--- src/rtl/wb_stage_pkg.sv ---
// Shared CPU definitions used by the write-back stage.
//   XLEN/REG_W/LDT_W : datapath, register-number and load-type widths
//   ld_type_e        : load-type encodings carried down the pipeline
//   wb_payload_t     : instruction fields latched into WB
package wb_stage_pkg;

  localparam int unsigned XLEN  = 32;
  localparam int unsigned REG_W = 5;
  localparam int unsigned LDT_W = 3;

  // Encodings 6 and 7 are not listed and behave like LD_NONE.
  typedef enum logic [LDT_W-1:0] {
    LD_NONE = 3'd0,
    LD_LB   = 3'd1,
    LD_LBU  = 3'd2,
    LD_LH   = 3'd3,
    LD_LHU  = 3'd4,
    LD_LW   = 3'd5
  } ld_type_e;

  typedef struct packed {
    logic [XLEN-1:0]  pc;
    logic [REG_W-1:0] dest;
    logic             rf_we;
    logic [LDT_W-1:0] ld_type;
    logic [XLEN-1:0]  res;
    logic [XLEN-1:0]  rdata;
  } wb_payload_t;

endpackage

--- src/rtl/wb_stage_load_align.sv ---
// Load data alignment: picks the byte/halfword addressed by addr_lo out of the
// memory read word and sign/zero-extends it; non-loads pass res through.
//   ld_type [2:0]  load type (ld_type_e encoding)
//   addr_lo [1:0]  low address bits of the access
//   rdata   [31:0] data-memory read word
//   res     [31:0] ALU/address result
//   wdata   [31:0] value to write back
module load_align
  import wb_stage_pkg::*;
(
  input  logic [LDT_W-1:0] ld_type,
  input  logic [1:0]       addr_lo,
  input  logic [XLEN-1:0]  rdata,
  input  logic [XLEN-1:0]  res,
  output logic [XLEN-1:0]  wdata
);

  logic [7:0]  w_byte;
  logic [15:0] w_half;

  // Sub-word selection and extension
  always_comb begin
    w_byte = 8'h00;
    w_half = 16'h0000;
    wdata  = res;

    case (addr_lo)
      2'd0:    w_byte = rdata[7:0];
      2'd1:    w_byte = rdata[15:8];
      2'd2:    w_byte = rdata[23:16];
      default: w_byte = rdata[31:24];
    endcase

    // Halfword accesses ignore addr_lo[0]
    w_half = addr_lo[1] ? rdata[31:16] : rdata[15:0];

    case (ld_type)
      LD_LB:   wdata = {{24{w_byte[7]}}, w_byte};
      LD_LBU:  wdata = {24'h000000, w_byte};
      LD_LH:   wdata = {{16{w_half[15]}}, w_half};
      LD_LHU:  wdata = {16'h0000, w_half};
      LD_LW:   wdata = rdata;
      default: wdata = res;
    endcase
  end

endmodule

--- src/rtl/wb_stage.sv ---
// Write-back pipeline stage: latches the MEM-stage instruction, aligns load
// data, drives the register-file write port, bypass info, a retired-instruction
// counter and the debug retire trace.
//   Clk, resetn                      clock, async active-low reset
//   mem_valid/mem_* inputs           instruction handed over by MEM
//   wb_allowin                       WB can accept an instruction this cycle
//   wb_hold, wb_flush                stall request, exception kill
//   rf_we/rf_waddr/rf_wdata          register-file write port
//   fwd_valid/fwd_dest/fwd_data      bypass info to decode
//   retire_cnt                       retired-instruction count (wraps)
//   dbg_pc/dbg_we/dbg_wnum/dbg_wdata retire trace (zero when TRACE_EN=0)
module wb_stage
  import wb_stage_pkg::*;
#(
  parameter bit          TRACE_EN = 1'b1,
  parameter int unsigned CNT_W    = 32
) (
  input  logic              Clk,
  input  logic              resetn,
  input  logic              mem_valid,
  output logic              wb_allowin,
  input  logic [XLEN-1:0]   mem_pc,
  input  logic [REG_W-1:0]  mem_dest,
  input  logic              mem_rf_we,
  input  logic [XLEN-1:0]   mem_res,
  input  logic [LDT_W-1:0]  mem_ld_type,
  input  logic [XLEN-1:0]   mem_rdata,
  input  logic              wb_hold,
  input  logic              wb_flush,
  output logic              rf_we,
  output logic [REG_W-1:0]  rf_waddr,
  output logic [XLEN-1:0]   rf_wdata,
  output logic              fwd_valid,
  output logic [REG_W-1:0]  fwd_dest,
  output logic [XLEN-1:0]   fwd_data,
  output logic [CNT_W-1:0]  retire_cnt,
  output logic [XLEN-1:0]   dbg_pc,
  output logic [3:0]        dbg_we,
  output logic [REG_W-1:0]  dbg_wnum,
  output logic [XLEN-1:0]   dbg_wdata
);

  logic              r_valid;
  wb_payload_t       r_wb;
  logic [CNT_W-1:0]  r_retire_cnt;

  logic              w_ready_go;
  logic              w_allowin;
  logic              w_dest_nz;
  logic              w_retire;
  logic [XLEN-1:0]   w_wdata;

  assign w_ready_go = ~wb_hold;
  assign w_allowin  = ~r_valid | w_ready_go;
  assign w_dest_nz  = (r_wb.dest != '0);
  // A flushed instruction leaves WB without counting as retired
  assign w_retire   = r_valid & w_ready_go & ~wb_flush;

  // Pipeline register; flush beats capture for the valid bit
  always_ff @(posedge Clk or negedge resetn) begin
    if (!resetn) begin
      r_valid <= 1'b0;
      r_wb    <= '0;
    end else begin
      if (wb_flush) begin
        r_valid <= 1'b0;
      end else if (w_allowin) begin
        r_valid <= mem_valid;
      end
      if (w_allowin) begin
        r_wb <= '{pc:      mem_pc,
                  dest:    mem_dest,
                  rf_we:   mem_rf_we,
                  ld_type: mem_ld_type,
                  res:     mem_res,
                  rdata:   mem_rdata};
      end
    end
  end

  // Retired-instruction counter, wraps naturally
  always_ff @(posedge Clk or negedge resetn) begin
    if (!resetn) begin
      r_retire_cnt <= '0;
    end else if (w_retire) begin
      r_retire_cnt <= r_retire_cnt + CNT_W'(1);
    end
  end

  load_align u_load_align (
    .ld_type (r_wb.ld_type),
    .addr_lo (r_wb.res[1:0]),
    .rdata   (r_wb.rdata),
    .res     (r_wb.res),
    .wdata   (w_wdata)
  );

  assign wb_allowin = w_allowin;
  assign rf_we      = r_valid & r_wb.rf_we & w_ready_go & ~wb_flush & w_dest_nz;
  assign rf_waddr   = r_wb.dest;
  assign rf_wdata   = w_wdata;

  // Bypass stays visible while held so decode keeps seeing the pending write
  assign fwd_valid  = r_valid & r_wb.rf_we & w_dest_nz;
  assign fwd_dest   = r_wb.dest;
  assign fwd_data   = w_wdata;

  assign retire_cnt = r_retire_cnt;

  if (TRACE_EN) begin : g_trace
    assign dbg_pc    = r_wb.pc;
    assign dbg_we    = {4{rf_we}};
    assign dbg_wnum  = r_wb.dest;
    assign dbg_wdata = w_wdata;
  end else begin : g_no_trace
    assign dbg_pc    = '0;
    assign dbg_we    = '0;
    assign dbg_wnum  = '0;
    assign dbg_wdata = '0;
  end

endmodule

--- config.mk ---
export PLATFORM = sky130hd
export DESIGN_NAME = wb_stage
export DESIGN_NICKNAME = d
export VERILOG_FILES = /design/src/rtl/wb_stage_pkg.sv /design/src/rtl/wb_stage_load_align.sv /design/src/rtl/wb_stage.sv
export SDC_FILE = /design/constraint.sdc
export NUM_CORES = 1
export LEC_CHECK = 0
export BUFFER_PORTS_ARGS = -buffer_cell sky130_fd_sc_hd__buf_2
export CAP_MARGIN = 20
export CELL_PAD_IN_SITES_DETAIL_PLACEMENT = 0
export CELL_PAD_IN_SITES_GLOBAL_PLACEMENT = 1
export CORE_MARGIN = 2
export CORE_UTILIZATION = 29
export CTS_BUF_LIST = sky130_fd_sc_hd__clkbuf_16
export DETAILED_ROUTE_END_ITERATION = 6
export HOLD_SLACK_MARGIN = 0.03
export MAX_ROUTING_LAYER = met4
export PLACE_DENSITY = 0.7
export REMOVE_ABC_BUFFERS = 1
export SLEW_MARGIN = 20
export SYNTH_ARGS = -nofsm -noshare
export SYNTH_HDL_FRONTEND = slang
export SYNTH_HIERARCHICAL = 1
export SYNTH_SLANG_ARGS = --single-unit
--- constraint.sdc ---
create_clock -name Clk -period 3.54 [get_ports Clk]
set_input_delay 0 -clock Clk [delete_from_list [all_inputs] [get_ports Clk]]
set_output_delay 0 -clock Clk [all_outputs]
set_load 0.005 [all_outputs]
==> impl_metrics.json <==
{
  "status": "complete, no violations",
  "r2r-end": "retire_cnt[31]",
  "rsz0062_at_grt": "false",
  "min_period_ns": 2.94,
  "grt_max_degree": 76,
  "routabilityCongestion": 0.754,
  "grt_pass1_vias": 6016,
  "crit_family": "compound AO/OA/AOI/OAI gates",
  "synth_area_sq_um": 7580,
  "fmax_ghz": 0.341,
  "ys_warn_count": 6,
  "final_common_cell": "buf_2",
  "crit_buf_inv": 2,
  "hp-class": "input pin to async pin",
  "route.detailed.drc": 0,
  "worstPathRequired_ns": 3.54,
  "drive_above_1_share_pct": 47.4,
  "ir_drop_v": 0.000235,
  "fillers": 2544,
  "synthFlopType": "dfrtp_1",
  "fp.dieArea_sq_um": 27400,
  "numPortBuffers": 291,
  "syn_avg_cell_area_sq_um": 11.6,
  "tightest_slew_ns": 0.939,
  "cts-root-buf": "clkbuf_16",
  "cp.arrival_ns": 2.94,
  "p_leak_nw": 4.86,
  "synth-edff-count": 0,
  "path_class": "flop to primary output",
  "period_share_pct": 82.9,
  "synthAdderAreaFrac_pct": 0.165,
  "die_w_um": 166,
  "finalNetCount": 1042,
  "drv_cap": 0,
  "worstRegToRegCells": 4,
  "timing.rr.start": "r_valid",
  "cp_common_cell": "a2111oi_0",
  "synth_xor_area_share_pct": 3.70,
  "dieHeight_um": 166,
  "via_count": 6014,
  "first_pass_iters": 5,
  "numCtsBuffers": 17,
  "clk_pin_slew_ns": 0.07,
  "crit_path_end_kind": "primary output",
  "synth_top_area_share_pct": 45.6,
  "total_power_mw": 4.50,
  "synth_top_family_by_area": "multiplexers",
  "vias_per_cell": 4.70,
  "finalMaxSlewViolations": 0,
  "async_flop_share_pct": 100,
  "regToRegSetupSlack_ns": 1.43,
  "ant_nets": 0,
  "grt_pass1_wl_um": 33600,
  "area_growth_pct": 34.4,
  "hpwl_um": 14700,
  "worstSkewPairLatency_ns": 0.43,
  "track_usage_pct": 15.9,
  "fin_setup_tns_ns": 0,
  "yosysTopAreaCell": "dfrtp_1",
  "setup_viol": 0,
  "worstSetupStartpoint": "r_wb[65]",
  "synth-seq-cells": 138,
  "clock_skew_ns": 0.0127,
  "start_kind": "flop",
  "synth-simple-area-share_pct": 8.47,
  "synthTopCellsByArea": "dfrtp_1, mux2_2, buf_4",
  "crit_fanout": 16,
  "clock_path_buffers": 2,
  "ios": 292,
  "cts_tree": "built",
  "muxShareOfSynthArea_pct": 20.4,
  "power_density_nw_per_um2": 442,
  "core_area_sq_um": 25800,
  "synth.distinct_cells": 43,
  "synth_compound_area_share_pct": 7.78,
  "crit_chain": "or2_2, nor2_1, buf_4, a2111oi_0, a2111oi_0, buf_2",
  "synth.yosys.seq_area_share_pct": 45.6,
  "relSlewSlack_pct": 35.8,
  "antenna_found_initial": 0,
  "syn-instance-count": 652,
  "start_util_pct": 29.3,
  "cts_sinks": 138,
  "cts_setup_buffers": 0,
  "rows": 59,
  "slowest_delay_ns": 0.86,
  "overflow": 0,
  "cp_slowest_cell": "a2111oi_0",
  "drt_iter0_drc": 357,
  "layout_common_cells": "buf_2, dfrtp_1, dlygate4sd3_1",
  "hold_viol_final": 0,
  "wl_um": 21400,
  "wl_per_cell_um": 16.7,
  "cts_htree_levels": 4
}
synthesized netlist by cell type (all sizes together), types with 8 or more instances:
cell type and number:
dfrtp 138, buf 135, mux2 105, nor2 35, nand2 27, xnor2 25
nor3 19, a2111oi 16, a221o 16, mux2i 16, clkbuf 15, nand4 14
a21oi 11, nand3 9, a22o 8, mux4 8, o2bb2ai 8
power breakdown:
part / internal, mW / switching, mW
clock: 0.925 / 0.806
sequential: 1.69 / 0.118
combinational: 0.520 / 0.445
kinds of logic after synthesis:
family | after synthesis
xor gates and xnor gates | 32
DFF | 138
AOI/OAI and AO/OA | 70
muxes | 129
buffers and inverters | 156
and+or+nand+nor | 126
adders and majority gates | 1
final cells by class:
cell class	count	area (sq um)	share of cell area [%]
sequential	138	3450	33.9
tap	335	419	4.11
inverter	6	22.5	0.221
multi-input combinational	358	3080	30.2
timing repair buffer	410	2650	26.0
clock inverter	15	131	1.29
clock buffer	17	425	4.18
antenna	1	2.50	0.0246
timing repair:
item	CTS	global route
hold buffers	109	0
endpoints found under the hold margin	182	0
resized for setup	0	0
registers in the layout, summed over array words and instances (netlist names):
register,flops
dbg_pc,32
r_wb,68
dbg_wnum,5
r_valid,1
retire_cnt,32
per-stage QoR:
step / cell area, sq um / std cells / setup slack, ns / utilization [%] / hold slack (ns)
2_1_floorplan: 6550 / 502 / 0.328 / - / -0.296
3_3_place_gp: 8540 / 1138 / 1.15 / 33.0 / 0.0830
3_5_place_dp: 8540 / 1138 / 1.11 / 33.0 / 0.0859
4_1_cts: 10200 / 1279 / 0.641 / 39.4 / 0.184
5_1_grt: 10200 / 1279 / 0.313 / 39.4 / 0.218
6_report: 10200 / 1280 / 0.604 / 39.4 / 0.164
per-layer routing:
layer	vias to the layer above	wire (um)	global-route usage [%]	share of wire, %
met3	25	1440	3.51	6.7
met1	2936	9470	20.2	44
met4	0	336	5.03	1.6
li1	2806	-	-	-
met5	-	0	-	0
met2	247	10100	25.3	47
worst max-delay path by stage:
stage	endpoint	slack (ns)	cells after the start
floorplan	dbg_pc[0]	0.33	2
global placement	rf_wdata[24]	1.15	5
detailed placement	rf_wdata[1]	1.11	6
CTS	rf_wdata[1]	0.64	6
global route	rf_wdata[6]	0.31	6
finish	dbg_wdata[6]	0.60	6
Note: power is estimated with default switching activity, not from simulation.
